[config.mk]
export PLATFORM = sky130hd
export DESIGN_NAME = pipelined_control_unit_flat
export DESIGN_NICKNAME = d
export VERILOG_FILES = /design/src/rtl/pipelined_control_unit_if.sv /design/src/rtl/pipelined_control_unit.sv /design/src/flat_wrapper.sv
export SDC_FILE = /design/constraint.sdc
export NUM_CORES = 1
export LEC_CHECK = 0
export ABC_CLOCK_PERIOD_IN_PS = 6600
export CORE_ASPECT_RATIO = 0.6
export CORE_MARGIN = 3
export CORE_UTILIZATION = 52
export CTS_CLUSTER_DIAMETER = 200
export CTS_CLUSTER_SIZE = 25
export DETAILED_ROUTE_END_ITERATION = 16
export PLACE_DENSITY = 0.93
export SLEW_MARGIN = 0
export SYNTH_ARGS = -nofsm -noshare
export SYNTH_HDL_FRONTEND = slang
export SYNTH_SLANG_ARGS = --single-unit
[constraint.sdc]
create_clock -name clk -period 6.6 [get_ports clk]
set_input_delay 0.66 -clock clk [delete_from_list [all_inputs] [get_ports clk]]
set_output_delay 0.66 -clock clk [all_outputs]
set_load 0.01 [all_outputs]
[src/rtl/pipelined_control_unit_if.sv]
// ID-stage instruction handshake between fetch (IF/ID register) and the
// pipelined control unit.
//   instr_valid   fetch -> control : an instruction is present in ID
//   instruction   fetch -> control : the 32-bit ID-stage instruction
//   decode_ready  control -> fetch : the ID instruction is taken at this edge
interface pipelined_control_unit_if;
  logic        instr_valid;
  logic [31:0] instruction;
  logic        decode_ready;

  modport master (output instr_valid, output instruction, input decode_ready);
  modport slave  (input instr_valid, input instruction, output decode_ready);
endinterface

[src/rtl/pipelined_control_unit.sv]
// Pipelined control unit: decodes an ARM-style instruction in ID and carries
// the control bundle through EX, MEM and WB.  Provides conditional execution
// against a registered NZCV register, load-use and flag-use interlocks,
// branch flush and an external stall.
// Ports:
//   clk, rst_n         clock, synchronous active-low reset
//   id (slave)         instr_valid / instruction in, decode_ready out
//   stall              freezes EX, MEM, WB and flags
//   alu_flags          {N,Z,C,V} from the EX-stage ALU
//   flush              taken branch in EX
//   flags              committed NZCV
//   ex_* / mem_* / wb_* per-stage control outputs (all 0 for bubbles)
module pipelined_control_unit #(
  parameter bit COND_EXEC     = 1'b1,
  parameter bit HAZARD_DETECT = 1'b1,
  parameter int REG_ADDR_W    = 4
) (
  input  logic                    clk,
  input  logic                    rst_n,
  pipelined_control_unit_if.slave id,
  input  logic                    stall,
  input  logic [3:0]              alu_flags,
  output logic                    flush,
  output logic [3:0]              flags,
  output logic [3:0]              ex_alu_operation,
  output logic                    ex_alu_source_select,
  output logic                    ex_status_bit,
  output logic [1:0]              ex_addressing_mode,
  output logic                    ex_pc_source_select,
  output logic                    mem_enable,
  output logic                    mem_rw,
  output logic                    mem_size,
  output logic                    mem_to_reg_select,
  output logic                    wb_reg_write_enable,
  output logic [REG_ADDR_W-1:0]   wb_rd
);
  localparam logic [3:0] COND_AL = 4'b1110;

  typedef struct packed {
    logic                  valid;
    logic [3:0]            cond;
    logic [3:0]            alu_op;
    logic                  alu_src;
    logic                  status;
    logic [1:0]            amode;
    logic                  pc_src;
    logic                  mem_en;
    logic                  mem_rw;
    logic                  mem_size;
    logic                  mem_to_reg;
    logic                  reg_write;
    logic [REG_ADDR_W-1:0] rd;
  } ex_ctrl_t;

  typedef struct packed {
    logic                  mem_en;
    logic                  mem_rw;
    logic                  mem_size;
    logic                  mem_to_reg;
    logic                  reg_write;
    logic [REG_ADDR_W-1:0] rd;
  } mem_ctrl_t;

  typedef struct packed {
    logic                  reg_write;
    logic [REG_ADDR_W-1:0] rd;
  } wb_ctrl_t;

  function automatic logic [3:0] alu_map(input logic [3:0] opcode);
    logic [3:0] op;
    case (opcode)
      4'b0000, 4'b1000: op = 4'b0110; // AND / TST
      4'b0001, 4'b1001: op = 4'b1000; // EOR / TEQ
      4'b0010, 4'b1010: op = 4'b0010; // SUB / CMP
      4'b0011:          op = 4'b0100; // RSB
      4'b0100, 4'b1011: op = 4'b0000; // ADD / CMN
      4'b0101:          op = 4'b0001; // ADC
      4'b0110:          op = 4'b0011; // SBC
      4'b0111:          op = 4'b0101; // RSC
      4'b1100:          op = 4'b0111; // ORR
      4'b1101:          op = 4'b1010; // MOV
      4'b1110:          op = 4'b1100; // BIC
      default:          op = 4'b1011; // MVN
    endcase
    return op;
  endfunction

  function automatic logic cond_pass(input logic [3:0] cond, input logic [3:0] nzcv);
    logic n, z, c, v, ok;
    {n, z, c, v} = nzcv;
    case (cond)
      4'b0000: ok = z;
      4'b0001: ok = !z;
      4'b0010: ok = c;
      4'b0011: ok = !c;
      4'b0100: ok = n;
      4'b0101: ok = !n;
      4'b0110: ok = v;
      4'b0111: ok = !v;
      4'b1000: ok = c && !z;
      4'b1001: ok = !c || z;
      4'b1010: ok = (n == v);
      4'b1011: ok = (n != v);
      4'b1100: ok = !z && (n == v);
      4'b1101: ok = z || (n != v);
      4'b1110: ok = 1'b1;
      default: ok = 1'b0;
    endcase
    return ok;
  endfunction

  logic [31:0] ins;
  ex_ctrl_t    id_ctrl, ex_q;
  mem_ctrl_t   mem_d, mem_q;
  wb_ctrl_t    wb_q;
  logic        use_rn, use_rm, use_rd;
  logic        ex_live, load_use, flag_use, interlock;
  logic [3:0]  flags_q;

  assign ins = id.instruction;

  // ID decode; source-register usage feeds the load-use compare
  always_comb begin
    id_ctrl = '0;
    use_rn  = 1'b0;
    use_rm  = 1'b0;
    use_rd  = 1'b0;
    if (id.instr_valid && ins != 32'd0 && ins[27:26] != 2'b11) begin
      id_ctrl.valid = 1'b1;
      id_ctrl.cond  = COND_EXEC ? ins[31:28] : COND_AL;
      case (ins[27:26])
        2'b00: begin
          id_ctrl.alu_op    = alu_map(ins[24:21]);
          id_ctrl.status    = ins[20];
          // TST/TEQ/CMP/CMN occupy opcodes 10xx and only set flags
          id_ctrl.reg_write = (ins[24:23] != 2'b10);
          id_ctrl.amode     = ins[25] ? 2'b00 : ((ins[11:4] != 8'd0) ? 2'b11 : 2'b01);
          if (ins[24:23] != 2'b10) id_ctrl.rd = ins[12 +: REG_ADDR_W];
          use_rn = (ins[24:21] != 4'b1101) && (ins[24:21] != 4'b1111);
          use_rm = !ins[25];
        end
        2'b01: begin
          id_ctrl.mem_en   = 1'b1;
          id_ctrl.alu_src  = 1'b1;
          id_ctrl.mem_size = !ins[22];
          if (ins[20]) begin
            id_ctrl.reg_write  = 1'b1;
            id_ctrl.mem_to_reg = 1'b1;
            id_ctrl.amode      = 2'b11;
            id_ctrl.rd         = ins[12 +: REG_ADDR_W];
          end else begin
            id_ctrl.mem_rw = 1'b1;
            id_ctrl.amode  = 2'b10;
          end
          use_rn = 1'b1;
          use_rm = ins[25];
          use_rd = !ins[20];
        end
        default: id_ctrl.pc_src = 1'b1;
      endcase
    end
  end

  assign ex_live = ex_q.valid && cond_pass(ex_q.cond, flags_q);
  assign flush   = ex_live && ex_q.pc_src;

  // a load in EX always has reg_write set, so ex_q.rd is its destination
  assign load_use = ex_q.valid && ex_q.mem_to_reg && id_ctrl.valid &&
                    ((use_rn && ins[16 +: REG_ADDR_W] == ex_q.rd) ||
                     (use_rm && ins[0 +: REG_ADDR_W] == ex_q.rd) ||
                     (use_rd && ins[12 +: REG_ADDR_W] == ex_q.rd));
  assign flag_use = COND_EXEC && ex_q.valid && ex_q.status && id_ctrl.valid &&
                    (id_ctrl.cond != COND_AL);
  assign interlock = HAZARD_DETECT && (load_use || flag_use);

  assign id.decode_ready = !stall && !flush && !interlock;

  // a condition-failed instruction enters MEM as a bubble
  always_comb begin
    mem_d = '0;
    if (ex_live) begin
      mem_d.mem_en     = ex_q.mem_en;
      mem_d.mem_rw     = ex_q.mem_rw;
      mem_d.mem_size   = ex_q.mem_size;
      mem_d.mem_to_reg = ex_q.mem_to_reg;
      mem_d.reg_write  = ex_q.reg_write;
      mem_d.rd         = ex_q.rd;
    end
  end

  always_ff @(posedge clk) begin
    if (!rst_n) begin
      ex_q    <= '0;
      mem_q   <= '0;
      wb_q    <= '0;
      flags_q <= '0;
    end else if (!stall) begin
      ex_q          <= (flush || interlock) ? '0 : id_ctrl;
      mem_q         <= mem_d;
      wb_q.reg_write <= mem_q.reg_write;
      wb_q.rd       <= mem_q.rd;
      if (ex_live && ex_q.status) flags_q <= alu_flags;
    end
  end

  assign flags                = flags_q;
  assign ex_alu_operation     = ex_live ? ex_q.alu_op : 4'd0;
  assign ex_alu_source_select = ex_live && ex_q.alu_src;
  assign ex_status_bit        = ex_live && ex_q.status;
  assign ex_addressing_mode   = ex_live ? ex_q.amode : 2'd0;
  assign ex_pc_source_select  = ex_live && ex_q.pc_src;
  assign mem_enable           = mem_q.mem_en;
  assign mem_rw               = mem_q.mem_rw;
  assign mem_size             = mem_q.mem_size;
  assign mem_to_reg_select    = mem_q.mem_to_reg;
  // held WB entry must not write twice across a stall
  assign wb_reg_write_enable  = wb_q.reg_write && !stall;
  assign wb_rd                = wb_q.rd;
endmodule
[src/flat_wrapper.sv]
// flat-port wrapper written by rule: the top's interface ports become plain ports
module pipelined_control_unit_flat 
#(
  parameter bit COND_EXEC     = 1'b1,
  parameter bit HAZARD_DETECT = 1'b1,
  parameter int REG_ADDR_W    = 4
)
  (clk, rst_n, stall, alu_flags, flush, flags, ex_alu_operation, ex_alu_source_select, ex_status_bit, ex_addressing_mode, ex_pc_source_select, mem_enable, mem_rw, mem_size, mem_to_reg_select, wb_reg_write_enable, wb_rd, id_instr_valid, id_instruction, id_decode_ready);
  pipelined_control_unit_if id_i ();
  input  logic clk;
  input  logic rst_n;
  input  logic stall;
  input  logic [3:0] alu_flags;
  output logic flush;
  output logic [3:0] flags;
  output logic [3:0] ex_alu_operation;
  output logic ex_alu_source_select;
  output logic ex_status_bit;
  output logic [1:0] ex_addressing_mode;
  output logic ex_pc_source_select;
  output logic mem_enable;
  output logic mem_rw;
  output logic mem_size;
  output logic mem_to_reg_select;
  output logic wb_reg_write_enable;
  output logic [REG_ADDR_W-1:0] wb_rd;
  input wire logic [$bits(id_i.instr_valid)-1:0] id_instr_valid;
  input wire logic [$bits(id_i.instruction)-1:0] id_instruction;
  output wire logic [$bits(id_i.decode_ready)-1:0] id_decode_ready;
  assign id_i.instr_valid = id_instr_valid;
  assign id_i.instruction = id_instruction;
  assign id_decode_ready = id_i.decode_ready;
  pipelined_control_unit #(.COND_EXEC(COND_EXEC), .HAZARD_DETECT(HAZARD_DETECT), .REG_ADDR_W(REG_ADDR_W)) u_core (.clk(clk), .rst_n(rst_n), .id(id_i), .stall(stall), .alu_flags(alu_flags), .flush(flush), .flags(flags), .ex_alu_operation(ex_alu_operation), .ex_alu_source_select(ex_alu_source_select), .ex_status_bit(ex_status_bit), .ex_addressing_mode(ex_addressing_mode), .ex_pc_source_select(ex_pc_source_select), .mem_enable(mem_enable), .mem_rw(mem_rw), .mem_size(mem_size), .mem_to_reg_select(mem_to_reg_select), .wb_reg_write_enable(wb_reg_write_enable), .wb_rd(wb_rd));
endmodule
==> metrics.txt <==
# TYPE chip_impl_metric gauge
chip_impl_info{name="worst_setup_path_end_kind",value="output port"} 1
chip_impl_metric{name="achievable-frequency",unit="MHz"} 263
chip_impl_metric{name="post_cts_resized",unit=""} 0
chip_impl_metric{name="power_density",unit="nW/um2"} 155
chip_impl_metric{name="first_pass_iters",unit=""} 5
chip_impl_metric{name="max-clock-path-buffers",unit=""} 2
chip_impl_metric{name="die-height",unit="um"} 58.7
chip_impl_metric{name="wl",unit="um"} 6170
chip_impl_metric{name="reported_leakage_power",unit="uW"} 0.00122
chip_impl_info{name="tritoncts_clock_tree",value="done"} 1
chip_impl_metric{name="antennaDiodeCount",unit=""} 0
chip_impl_metric{name="worst_setup_hold_path_clk_slew",unit="ns"} 0.07
chip_impl_metric{name="setup-tns-final",unit="ns"} 0
chip_impl_info{name="crit_type",value="flop to output port"} 1
chip_impl_metric{name="design.final.nets",unit=""} 365
chip_impl_metric{name="grt_overflow_total",unit=""} 0
chip_impl_metric{name="io_pins",unit=""} 64
chip_impl_metric{name="mean_number_of_vias_per_cell",unit=""} 5.97
chip_impl_metric{name="netlist_area",unit="um2"} 2410
chip_impl_metric{name="initial_utilization",unit="%"} 56.3
chip_impl_metric{name="pre_cts_ws",unit="ns"} 3.04
chip_impl_metric{name="avgRoutedWirePerCell",unit="um"} 16.2
chip_impl_metric{name="cp_data_required_time",unit="ns"} 5.94
chip_impl_metric{name="antenna_found_initial",unit=""} 0
chip_impl_info{name="status",value="finished, final reports clean"} 1
chip_impl_metric{name="die_w",unit="um"} 93.8
chip_impl_metric{name="core_area",unit="um2"} 4280
chip_impl_info{name="worstHoldPathType",value="flop to flop"} 1
chip_impl_metric{name="post_route_cells_drive_above_1_share",unit="%"} 4.06
chip_impl_metric{name="grt_first_pass_wirelength",unit="um"} 9830
chip_impl_metric{name="cts-hold-fix-buffers",unit=""} 0
chip_impl_metric{name="data_arrival_critical_path",unit="ns"} 3.15
chip_impl_metric{name="layout.filler_cells",unit=""} 341
chip_impl_metric{name="via_count_of_the_first_global_routing_pass",unit=""} 1992
chip_impl_metric{name="port-buffer-count",unit=""} 63
chip_impl_metric{name="row_count",unit=""} 18
chip_impl_metric{name="grt_max_degree",unit=""} 43
chip_impl_metric{name="syn_avg_cell_area",unit="um2"} 8.82
chip_impl_metric{name="tightest_slew",unit="ns"} 0.580
chip_impl_metric{name="insertion_delay",unit="ns"} 0.29
chip_impl_metric{name="critical_path.max_fanout",unit=""} 19
chip_impl_metric{name="layout_area_growth_over_synthesis",unit="%"} 28.3
chip_impl_metric{name="initialDrtViolationCount",unit=""} 161
chip_impl_metric{name="detailroute.via_count",unit=""} 2268
chip_impl_metric{name="drc",unit=""} 0
chip_impl_info{name="synth_flop_cell",value="sky130_fd_sc_hd__dfxtp_1"} 1
chip_impl_metric{name="seq_area_frac_synth",unit="%"} 33.3
chip_impl_info{name="cts.root.buffer_cell",value="sky130_fd_sc_hd__clkbuf_8"} 1
chip_impl_metric{name="synth.net_count",unit=""} 318
chip_impl_metric{name="timing.final.crit_period",unit="ns"} 3.81
chip_impl_metric{name="tritoncts_buffers",unit=""} 5
chip_impl_metric{name="ys_seq_elements",unit=""} 40
chip_impl_metric{name="syn_inst",unit=""} 273
chip_impl_metric{name="finalSetupViolations",unit=""} 0
chip_impl_metric{name="count_of_flip_flops_with_a_built_in_enable_after_synthesis",unit=""} 0
chip_impl_metric{name="die_area",unit="um2"} 5510
chip_impl_metric{name="timing.max_slew.rel_slack",unit="%"} 61.2
chip_impl_metric{name="finalWeightedCongestion",unit=""} 0.986
chip_impl_info{name="setup.worst_path.start_class",value="flop"} 1
chip_impl_metric{name="synthesis.yosys.warnings",unit=""} 0
chip_impl_metric{name="power.ir.vdd_worst",unit="mV"} 0.0994
chip_impl_metric{name="placed_cells_incl_taps",unit=""} 373
chip_impl_metric{name="number_of_buffers_inserted_to_repair_setup_after_cts",unit=""} 0
chip_impl_metric{name="h_tree_depth",unit=""} 2
chip_impl_metric{name="setup_slack_after_layout",unit="ns"} 2.79
chip_impl_metric{name="detailedPlacementHpwl",unit="um"} 4760
chip_impl_metric{name="max_cap_viol_count",unit=""} 0
chip_impl_metric{name="asyncSetResetFlopFracSynth",unit="%"} 0
chip_impl_metric{name="count_of_non_filler_cells_in_the_finished_layout",unit=""} 380
chip_impl_metric{name="clock_sinks",unit=""} 40
chip_impl_metric{name="ys_types",unit=""} 53
chip_impl_metric{name="final.setup_skew",unit="ns"} 0.00593
chip_impl_metric{name="period_share",unit="%"} 57.7
chip_impl_metric{name="hold_viol",unit=""} 0
chip_impl_metric{name="drv_slew",unit=""} 0
chip_impl_info{name="grt_setup_unrepaired",value="no"} 1
chip_impl_metric{name="antenna_violating_nets_post_route",unit=""} 0
chip_impl_metric{name="gr-usage-all-layers",unit="%"} 22.6
chip_impl_metric{name="hold-worst-slack",unit="ns"} 0.464
metrics by stage:
step	power [uW]	instance area [um2]	utilization, %
CTS	480	3090	72.2
finish	478	3090	72.2
detailed placement	327	3010	70.3
global route	497	3090	72.2
global placement	327	3010	70.3
floorplan	290	2410	-
sequential cells by signal (all words and copies together) (netlist names):
| signal | count |
|---|---|
| u_core.mem_size | 1 |
| u_core.mem_q | 5 |
| u_core.flags | 4 |
| u_core.mem_to_reg_select | 1 |
| u_core.mem_rw | 1 |
| u_core.wb_q | 1 |
| u_core.ex_q | 22 |
| u_core.mem_enable | 1 |
| u_core.wb_rd | 4 |
critical path, cell delays in order (launching register included):
cell and delay [ns]:
sky130_fd_sc_hd__dfxtp_1 0.54, sky130_fd_sc_hd__mux2_1 0.37, sky130_fd_sc_hd__a32o_1 0.21, sky130_fd_sc_hd__a311oi_1 0.35, sky130_fd_sc_hd__a31oi_4 0.31, sky130_fd_sc_hd__nand2_4 0.23
sky130_fd_sc_hd__inv_2 0.08, sky130_fd_sc_hd__nor3_1 0.21, sky130_fd_sc_hd__clkdlybuf4s50_1 0.57
worst paths after layout:
path,end,depth (start not counted),from,slack [ns]
setup / recovery,id_decode_ready,8,u_core.ex_q[20],2.79
hold / removal,u_core.mem_q[0],2,u_core.mem_q[0],0.46
setup reg to reg,u_core.ex_q[8],8,u_core.ex_q[21],3.52
hold reg to reg,u_core.mem_q[0],2,u_core.mem_q[0],0.46
power breakdown:
part / leakage [uW] / total [uW] / switching, uW / internal, uW
Clock: 0.0000400 / 154 / 82.9 / 71.6
Sequential: 0.000323 / 248 / 4.39 / 244
Combinational: 0.000853 / 74.6 / 36.0 / 38.6
Total: 0.00122 / 478 / 123 / 354
final cells by class:
| type | instances | area (um2) | share of cell area [%] |
|---|---|---|---|
| repair buffers | 65 | 646 | 20.9 |
| clock inverters | 2 | 12.5 | 0.405 |
| well taps | 60 | 75.1 | 2.43 |
| inverters | 7 | 26.3 | 0.851 |
| multi-input cells | 201 | 1460 | 47.2 |
| clock buffers | 5 | 68.8 | 2.23 |
| flip-flops and latches | 40 | 801 | 25.9 |
layer usage:
metal / track usage [%] / routed length [um] / vias to the layer above
met5: 0 / 0 / -
met4: 2.47 / 0 / 0
met3: 8.56 / 630 / 0
met2: 33.1 / 2710 / 93
met1: 32.8 / 2830 / 1081
li1: - / - / 1094
synth_stat cells, drive strengths merged (2+ instances only):
| master | n | area [um2] |
|---|---|---|
| dfxtp | 40 | 801 |
| nand2 | 25 | 101 |
| clkbuf | 16 | 60.1 |
| a32o | 15 | 150 |
| and2 | 12 | 75.1 |
| mux2i | 12 | 120 |
| nor2 | 11 | 41.3 |
| xor2 | 10 | 87.6 |
| and3 | 9 | 56.3 |
| buf | 9 | 61.3 |
| nand3b | 9 | 67.6 |
| nor2b | 9 | 56.3 |
| nor4 | 9 | 56.3 |
| a21boi | 8 | 60.1 |
| a41o | 7 | 70.1 |
| and3b | 7 | 61.3 |
| inv | 7 | 26.3 |
| ha | 5 | 62.6 |
| nand3 | 5 | 25.0 |
| nor3 | 5 | 25.0 |
| o21ai | 5 | 25.0 |
| xnor2 | 5 | 43.8 |
| a21oi | 4 | 20.0 |
| a31oi | 3 | 33.8 |
| a311oi | 2 | 17.5 |
| a31o | 2 | 17.5 |
| nand2b | 2 | 12.5 |
| nand4 | 2 | 12.5 |
| nand4b | 2 | 17.5 |
cell usage in the layout (no fill, tap or decap), types with 6 or more instances in the layout:
cell type / count
sky130_fd_sc_hd__nand2_1: 24
sky130_fd_sc_hd__and2_1: 12
sky130_fd_sc_hd__inv_1: 6
sky130_fd_sc_hd__nor2b_1: 9
sky130_fd_sc_hd__dfxtp_1: 40
sky130_fd_sc_hd__and3b_1: 7
sky130_fd_sc_hd__a32o_1: 15
sky130_fd_sc_hd__a21boi_0: 7
sky130_fd_sc_hd__mux2i_1: 12
sky130_fd_sc_hd__xor2_1: 10
sky130_fd_sc_hd__clkdlybuf4s50_1: 63
sky130_fd_sc_hd__nor2_1: 11
sky130_fd_sc_hd__and3_1: 9
sky130_fd_sc_hd__a41o_1: 7
sky130_fd_sc_hd__nand3b_1: 9
sky130_fd_sc_hd__nor4_1: 9
cells by family after synthesis:
group | synth area share, %
AO/OA/AOI/OAI | 19.2
XOR/XNOR | 5.46
adder cells (fa/ha/maj) | 2.60
buffers and inverters | 6.13
flip-flops | 33.3
multiplexers | 5.46
AND/OR/NAND/NOR | 27.9
(Power assumes the default switching activity.)
